--- src/rtl/zx81_p_loader.sv ---
// Purpose : streams a .P program file from the HPS download channel into main
//           RAM port B starting at BASE_ADDR, holding the CPU while loading and
//           capturing the file's E_LINE system variable (file bytes 0x0B/0x0C).
// Ports   : clock, reset_n (sync, active-low); download side dl_active, dl_wr,
//           dl_data, dl_wait; RAM port B ram_we, ram_addr, ram_data; status
//           cpu_hold, done, error, byte_count, e_line. All outputs registered.
module zx81_p_loader #(
  parameter int                   ADDRWIDTH = 14,
  parameter int                   NUMWORDS  = 16384,
  parameter logic [ADDRWIDTH-1:0] BASE_ADDR = 14'h0009
) (
  input  logic                 clock,
  input  logic                 reset_n,
  input  logic                 dl_active,
  input  logic                 dl_wr,
  input  logic [7:0]           dl_data,
  output logic                 dl_wait,
  output logic                 ram_we,
  output logic [ADDRWIDTH-1:0] ram_addr,
  output logic [7:0]           ram_data,
  output logic                 cpu_hold,
  output logic                 done,
  output logic                 error,
  output logic [15:0]          byte_count,
  output logic [15:0]          e_line
);

  typedef enum logic [1:0] {IDLE, LOAD, WRITE, FINISH} state_t;

  localparam logic [16:0] LIMIT  = 17'(NUMWORDS);
  localparam logic [16:0] BASE17 = 17'(BASE_ADDR);

  state_t state, state_nxt;
  logic   dl_active_q;
  logic   rise;

  // Overflow test uses the unwrapped 17-bit target address.
  logic [16:0] wr_sum;

  logic                 dl_wait_nxt;
  logic                 ram_we_nxt;
  logic [ADDRWIDTH-1:0] ram_addr_nxt;
  logic [7:0]           ram_data_nxt;
  logic                 cpu_hold_nxt;
  logic                 done_nxt;
  logic                 error_nxt;
  logic [15:0]          byte_count_nxt;
  logic [15:0]          e_line_nxt;

  assign rise   = dl_active & ~dl_active_q;
  assign wr_sum = BASE17 + {1'b0, byte_count};

  // State register
  always_ff @(posedge clock) begin
    if (!reset_n) state <= IDLE;
    else          state <= state_nxt;
  end

  // Next-state logic
  always_comb begin
    state_nxt = state;
    case (state)
      IDLE:    if (rise) state_nxt = LOAD;
      LOAD: begin
        if (dl_wr)           state_nxt = WRITE;
        else if (!dl_active) state_nxt = FINISH;
      end
      WRITE:   state_nxt = LOAD;
      FINISH:  state_nxt = IDLE;
      default: state_nxt = IDLE;
    endcase
  end

  // Output logic: next values of the registered outputs
  always_comb begin
    dl_wait_nxt    = dl_wait;
    ram_we_nxt     = 1'b0;
    ram_addr_nxt   = ram_addr;
    ram_data_nxt   = ram_data;
    cpu_hold_nxt   = cpu_hold;
    done_nxt       = 1'b0;
    error_nxt      = error;
    byte_count_nxt = byte_count;
    e_line_nxt     = e_line;
    case (state)
      IDLE: begin
        dl_wait_nxt = 1'b0;
        if (rise) begin
          byte_count_nxt = 16'h0000;
          e_line_nxt     = 16'h0000;
          error_nxt      = 1'b0;
          cpu_hold_nxt   = 1'b1;
        end
      end
      LOAD: begin
        if (dl_wr) begin
          ram_data_nxt = dl_data;
          ram_addr_nxt = BASE_ADDR + byte_count[ADDRWIDTH-1:0];
          dl_wait_nxt  = 1'b1;
        end else begin
          dl_wait_nxt  = 1'b0;
        end
      end
      WRITE: begin
        // dl_wait stays up through the commit cycle that follows; LOAD drops
        // it unless a new byte arrives right away.
        dl_wait_nxt = 1'b1;
        if (wr_sum >= LIMIT) error_nxt  = 1'b1;
        else                 ram_we_nxt = 1'b1;
        if (byte_count == 16'h000B) e_line_nxt[7:0]  = ram_data;
        if (byte_count == 16'h000C) e_line_nxt[15:8] = ram_data;
        if (byte_count != 16'hFFFF) byte_count_nxt = byte_count + 16'h0001;
        // A strobe while a byte is still in flight is dropped.
        if (dl_wr) error_nxt = 1'b1;
      end
      FINISH: begin
        done_nxt     = 1'b1;
        cpu_hold_nxt = 1'b0;
        dl_wait_nxt  = 1'b0;
      end
      default: ;
    endcase
  end

  // Output registers
  always_ff @(posedge clock) begin
    if (!reset_n) begin
      dl_active_q <= 1'b0;
      dl_wait     <= 1'b0;
      ram_we      <= 1'b0;
      ram_addr    <= '0;
      ram_data    <= 8'h00;
      cpu_hold    <= 1'b0;
      done        <= 1'b0;
      error       <= 1'b0;
      byte_count  <= 16'h0000;
      e_line      <= 16'h0000;
    end else begin
      dl_active_q <= dl_active;
      dl_wait     <= dl_wait_nxt;
      ram_we      <= ram_we_nxt;
      ram_addr    <= ram_addr_nxt;
      ram_data    <= ram_data_nxt;
      cpu_hold    <= cpu_hold_nxt;
      done        <= done_nxt;
      error       <= error_nxt;
      byte_count  <= byte_count_nxt;
      e_line      <= e_line_nxt;
    end
  end

endmodule

--- config.mk ---
export PLATFORM = sky130hd
export DESIGN_NAME = zx81_p_loader
export DESIGN_NICKNAME = d
export VERILOG_FILES = /design/src/rtl/zx81_p_loader.sv
export SDC_FILE = /design/constraint.sdc
export NUM_CORES = 1
export LEC_CHECK = 0
export CORE_MARGIN = 4
export CORE_UTILIZATION = 49
export DETAILED_ROUTE_END_ITERATION = 8
export HOLD_SLACK_MARGIN = 0.06
export MAX_ROUTING_LAYER = met4
export PLACE_DENSITY = 0.8
export SLEW_MARGIN = 25
export SYNTH_ARGS = -nofsm -noshare
export SYNTH_HDL_FRONTEND = slang
export SYNTH_SLANG_ARGS = --single-unit
--- constraint.sdc ---
create_clock -name clock -period 2.45 [get_ports clock]
set_input_delay 0.49 -clock clock [delete_from_list [all_inputs] [get_ports clock]]
set_output_delay 0.49 -clock clock [all_outputs]
set_load 0.005 [all_outputs]
* Word level (Yosys, flattened, before mapping)
Index checks and enable logic that the tools add are counted.
Word-level totals: word-level logic and storage cells 62, register bits 62, input port bits 12
Operators by class: bitwise operators 2, muxes and demuxes 20, equal/unequal tests 12, magnitude comparators 1, add/subtract/negate cells 3, reductions and logical operators 12
Operators by type and width (number):
- $pmux W16 S2 | 2
- $eq A16 B4 Y1 const B | 2
- $mux W16 | 2
- $add A4 B16 Y17 const A | 1
- $ge A17 B15 Y1 const B | 1
- $add A16 B1 Y16 const B | 1
- $mux W8 | 2
- $ne A16 B16 Y1 const B | 1
- $add A4 B14 Y14 const A | 1
- $reduce_and A3 Y1 | 4
- $ne A2 B2 Y1 const B | 4
- $pmux W2 S4 | 1
- $reduce_and A2 Y1 | 4
- $mux W1 | 7
- $mux W2 | 3
- $ne A3 B3 Y1 const B | 2
- $eq A2 B2 Y1 const B | 2
- $pmux W1 S2 | 2
- $reduce_bool A2 Y1 | 2
- $pmux W1 S3 | 1
- $eq A2 B1 Y1 const B | 1
- $logic_not A2 Y1 | 1
- $reduce_or A2 Y1 | 1
- $and A1 B1 Y1 | 1
- $not A1 Y1 | 1

* Logic depth before layout (Yosys ltp)
depth after elaboration 5, mapped depth 7, gate-level depth less buffers 5

* Worst setup path before layout
Ideal clock, no wire load.
kind register -> register, start point register byte_count[0], end point register error, data required time 2.325 ns, setup time 0.125 ns, clock period less this slack 1.982 ns, data arrival time 1.857 ns, stages on the path, launching flop included 7, path slack 0.468 ns, path through dfxtp_1 > ha_1 > clkbuf_2 > a21oi_2 > nor4_1 > mux2_2 > o41a_1
On the way: longest elaborated chain between the ends 4
RTL lines:
- start: declaration | line 24 | output logic [15:0] byte_count,
- start signal: assignment | line 147 | byte_count <= byte_count_nxt;
- $add A4 B16 Y17 | line 51 | assign wr_sum = BASE17 + {1'b0, byte_count};
- $ge A17 B15 Y1 | line 108 | if (wr_sum >= LIMIT) error_nxt = 1'b1;
- $ne A3 B3 Y1 (no source line)
- $reduce_and A3 Y1 (no source line)
- end signal: assignment | line 146 | error <= error_nxt;
- end: declaration | line 23 | output logic error,
Every way passes these cells. A chain may end at the register's enable or synchronous reset.

* Worst setup path in the final report
Ends and elaborated chain as after synthesis.

==> results.yml <==
setup_path:
  start_kind: "register"
  cp-end-kind: "register"
  rr_worst_depth: 5
  crit_start: "byte_count[0]"
  reg2reg_from: "byte_count[0]"
  cp.arrival_ns: 2.35
  r2r-end: "error"
  endpoint: "error"
  worstSetupPathType: "reg2reg"
  crit_fanout: 8
  crit_required_ns: 2.66
  r2r_setup_slack_ns: 0.32
clock_network:
  root_buffer: "clkbuf_8"
  clk_transition_reported_paths_ns: 0.07
  clock_path_buffers: 2
  cts_tree: "done"
  cts_setup_buffers: 0
  cts_hold_buf: 0
  clock_latency_ns: 0.33
  cts_inserted_buffers: 9
  cts-resized-gates: 0
  cts_max_level: 3
  clock-sinks: 62
final_layout:
  area_delta_synth_final_pct: 33.5
  fin_nets: 407
  n_antenna_cell: 0
  drive_above_1_share_pct: 9.30
  regArea_sq_um: 1240
  multi_input_area_sq_um: 1420
  fill_cells: 468
  finalNonFillerCells: 470
global_routing:
  grt_max_degree: 33
  grt_pass1_wl_mm: 12.4
  overflow: 0
  grt_pass1_vias: 2535
  globalRouteTotalUtil_pct: 22.4
  antenna_found_initial: 0
floorplan:
  die_w_um: 83.5
  io_pins: 71
  rows: 27
  fp.coreArea_sq_um: 5510
  start_util_pct: 50.7
  dieArea_sq_um: 6970
  fp.dieH_um: 83.5
sta:
  worstMarginPinSlew_ns: 0.705
  hold_viol: 0
  setup_tns_ns: 0
  finalCriticalPeriod_ns: 2.13
  rsz0062_at_grt: "false"
  skew_ns: 0.00948
  relSlewSlack_pct: 52.8
  finalSetupViolations: 0
  period_share_pct: 87.0
  max_freq_mhz: 469
  drv_slew: 0
logic_synthesis:
  synth_edf_count: 0
  synth_top_flop_cell: "dfxtp_1"
  synth_area_leaders: "dfxtp_1 (44%), nand2_1 (8.2%), mux2i_1 (6.5%)"
  syn_area_sq_um: 2790
  synth_area_per_cell_sq_um: 8.48
  netlist_instances: 329
  ys_ff_latch: 62
  synth_top_cell_by_area: "dfxtp_1"
  synth_cell_types: 47
  synth_top_area_share_pct: 44.5
  syn_nets: 343
  ys_async_sr_fraction_pct: 0
  yosysSeqAreaShare_pct: 44.5
  synth_warnings: 0
pwr:
  power.switching_w: 0.000502
  p_int_w: 0.00148
  swShare_pct: 25.3
  powerDensity_nw_per_um2: 533
  seq_power_share_pct: 52.9
  ir_worst_vdd_mv: 0.266
  p_clk_share_pct: 38.5
  leakagePower_nw: 1.16
  p_comb_share_pct: 8.6
flow_run:
  cap_violations: 0
status:
  outcome: "completed"
placement:
  dpl.hpwl_mm: 5.15
  port_buffers: 70
  dpl.cell_count: 454
  gp_congestion: 0.933
routing:
  wirelength_mm: 7.37
  drt_iter0_drc: 196
  drt-wirelength-per-cell_um: 15.7
  routed-via-count: 2655
  first_pass_iters: 5
  drc_errors: 0
  viasPerCell: 5.65
  detail-route-antenna-nets: 0
hold_path:
  hold_path_class: "reg2reg"
## per-layer routing
metal	track usage (%)	part of all wire, %	up-vias	routed length [um]
li1	-	-	1305	-
met1	29.3	44	1215	3260
met2	33.1	47	116	3440
met3	5.82	6.6	19	484
met5	-	0	-	0
met4	9.36	2.4	0	178
## how the worst min path moves through the flow
| stage | from | end | cells after the start |
|---|---|---|---|
| global route | e_line[8] | e_line[8] | 2 |
| floorplan | ram_addr[4] | ram_addr[4] | 2 |
| detailed placement | ram_addr[4] | ram_addr[4] | 2 |
| global placement | e_line[0] | e_line[0] | 2 |
| finish | ram_addr[0] | ram_addr[0] | 2 |
| CTS | ram_addr[4] | ram_addr[4] | 2 |
## cells by family (layout without fill, tap and decap cells)
group	Yosys count	after routing	share of synthesized area, %
DFF	62	62	44.5
AOI/OAI and AO/OA	62	62	13.1
muxes	19	19	6.86
and+or+nand+nor	142	142	26.5
buffers and inverters	32	101	5.02
adders and majority gates	2	2	0.896
xor gates and xnor gates	10	10	3.14
## per-stage QoR
stage | hold slack (ns) | total power (W) | utilization (%) | setup WS, ns | instance area (sq um)
after floorplan | 0.448 | 0.00115 | - | 0.468 | 2790
after global placement | 0.441 | 0.00124 | 64.7 | 0.239 | 3560
after detailed placement | 0.446 | 0.00125 | 64.7 | 0.210 | 3560
after CTS | 0.455 | 0.00200 | 67.7 | 0.330 | 3730
after global routing | 0.483 | 0.00206 | 67.7 | 0.168 | 3730
final | 0.454 | 0.00199 | 67.7 | 0.318 | 3730
## registers in the layout, indices dropped and copies added, names as in the netlist
register,flops
dl_wait,1
e_line,16
cpu_hold,1
error,1
byte_count,16
state,2
ram_addr,14
ram_we,1
ram_data,8
done,1
dl_active_q,1
## Yosys cell counts (all sizes together), types with 3 or more instances
cell type  instances
dfxtp             62
nand2             61
a21oi             30
clkbuf            18
mux2i             18
nor2              14
o21ai             12
buf               11
nor4              11
xnor2              9
nand4              8
or3                8
or4                8
nand3              7
o31ai              7
nor3               6
a211oi             4
a31oi              3
and2               3
inv                3
## layout by cell type, fill, tap and decap left out, types with 4 or more instances in the layout
cell type / count
clkbuf_8: 9
mux2i_1: 18
nor3_1: 6
a21oi_1: 29
nor2_1: 13
clkdlybuf4s50_1: 70
a211oi_1: 4
nand3_1: 7
nand4_1: 8
o21ai_0: 12
or3_1: 8
dfxtp_1: 62
xnor2_1: 9
buf_4: 11
or4_1: 7
nand2_1: 61
o31ai_1: 7
nor4_1: 10
## power groups by stage
stage / clock (W) / sequential (W) / combinational [W]
detailed placement: 0 / 0.00107 / 0.000171
floorplan: 0 / 0.00107 / 0.0000802
global route: 0.000822 / 0.00105 / 0.000188
finish: 0.000764 / 0.00105 / 0.000171
CTS: 0.000772 / 0.00105 / 0.000173
global placement: 0 / 0.00107 / 0.000166
## final cells by class
| class | instances | share of cell area [%] |
|---|---|---|
| multi-input combinational | 235 | 38.0 |
| tap | 72 | 2.42 |
| timing repair buffer | 82 | 21.6 |
| clock inverter | 6 | 1.04 |
| sequential | 62 | 33.3 |
| inverter | 3 | 0.302 |
| clock buffer | 10 | 3.42 |
## critical path, stage by stage, from the launching register on
cell     delay, ns
dfxtp_1       0.45
ha_1          0.27
a21oi_2       0.14
nor4_1        0.39
mux2_2        0.39
o41a_1        0.36
Power figures use the tool's default switching activity.
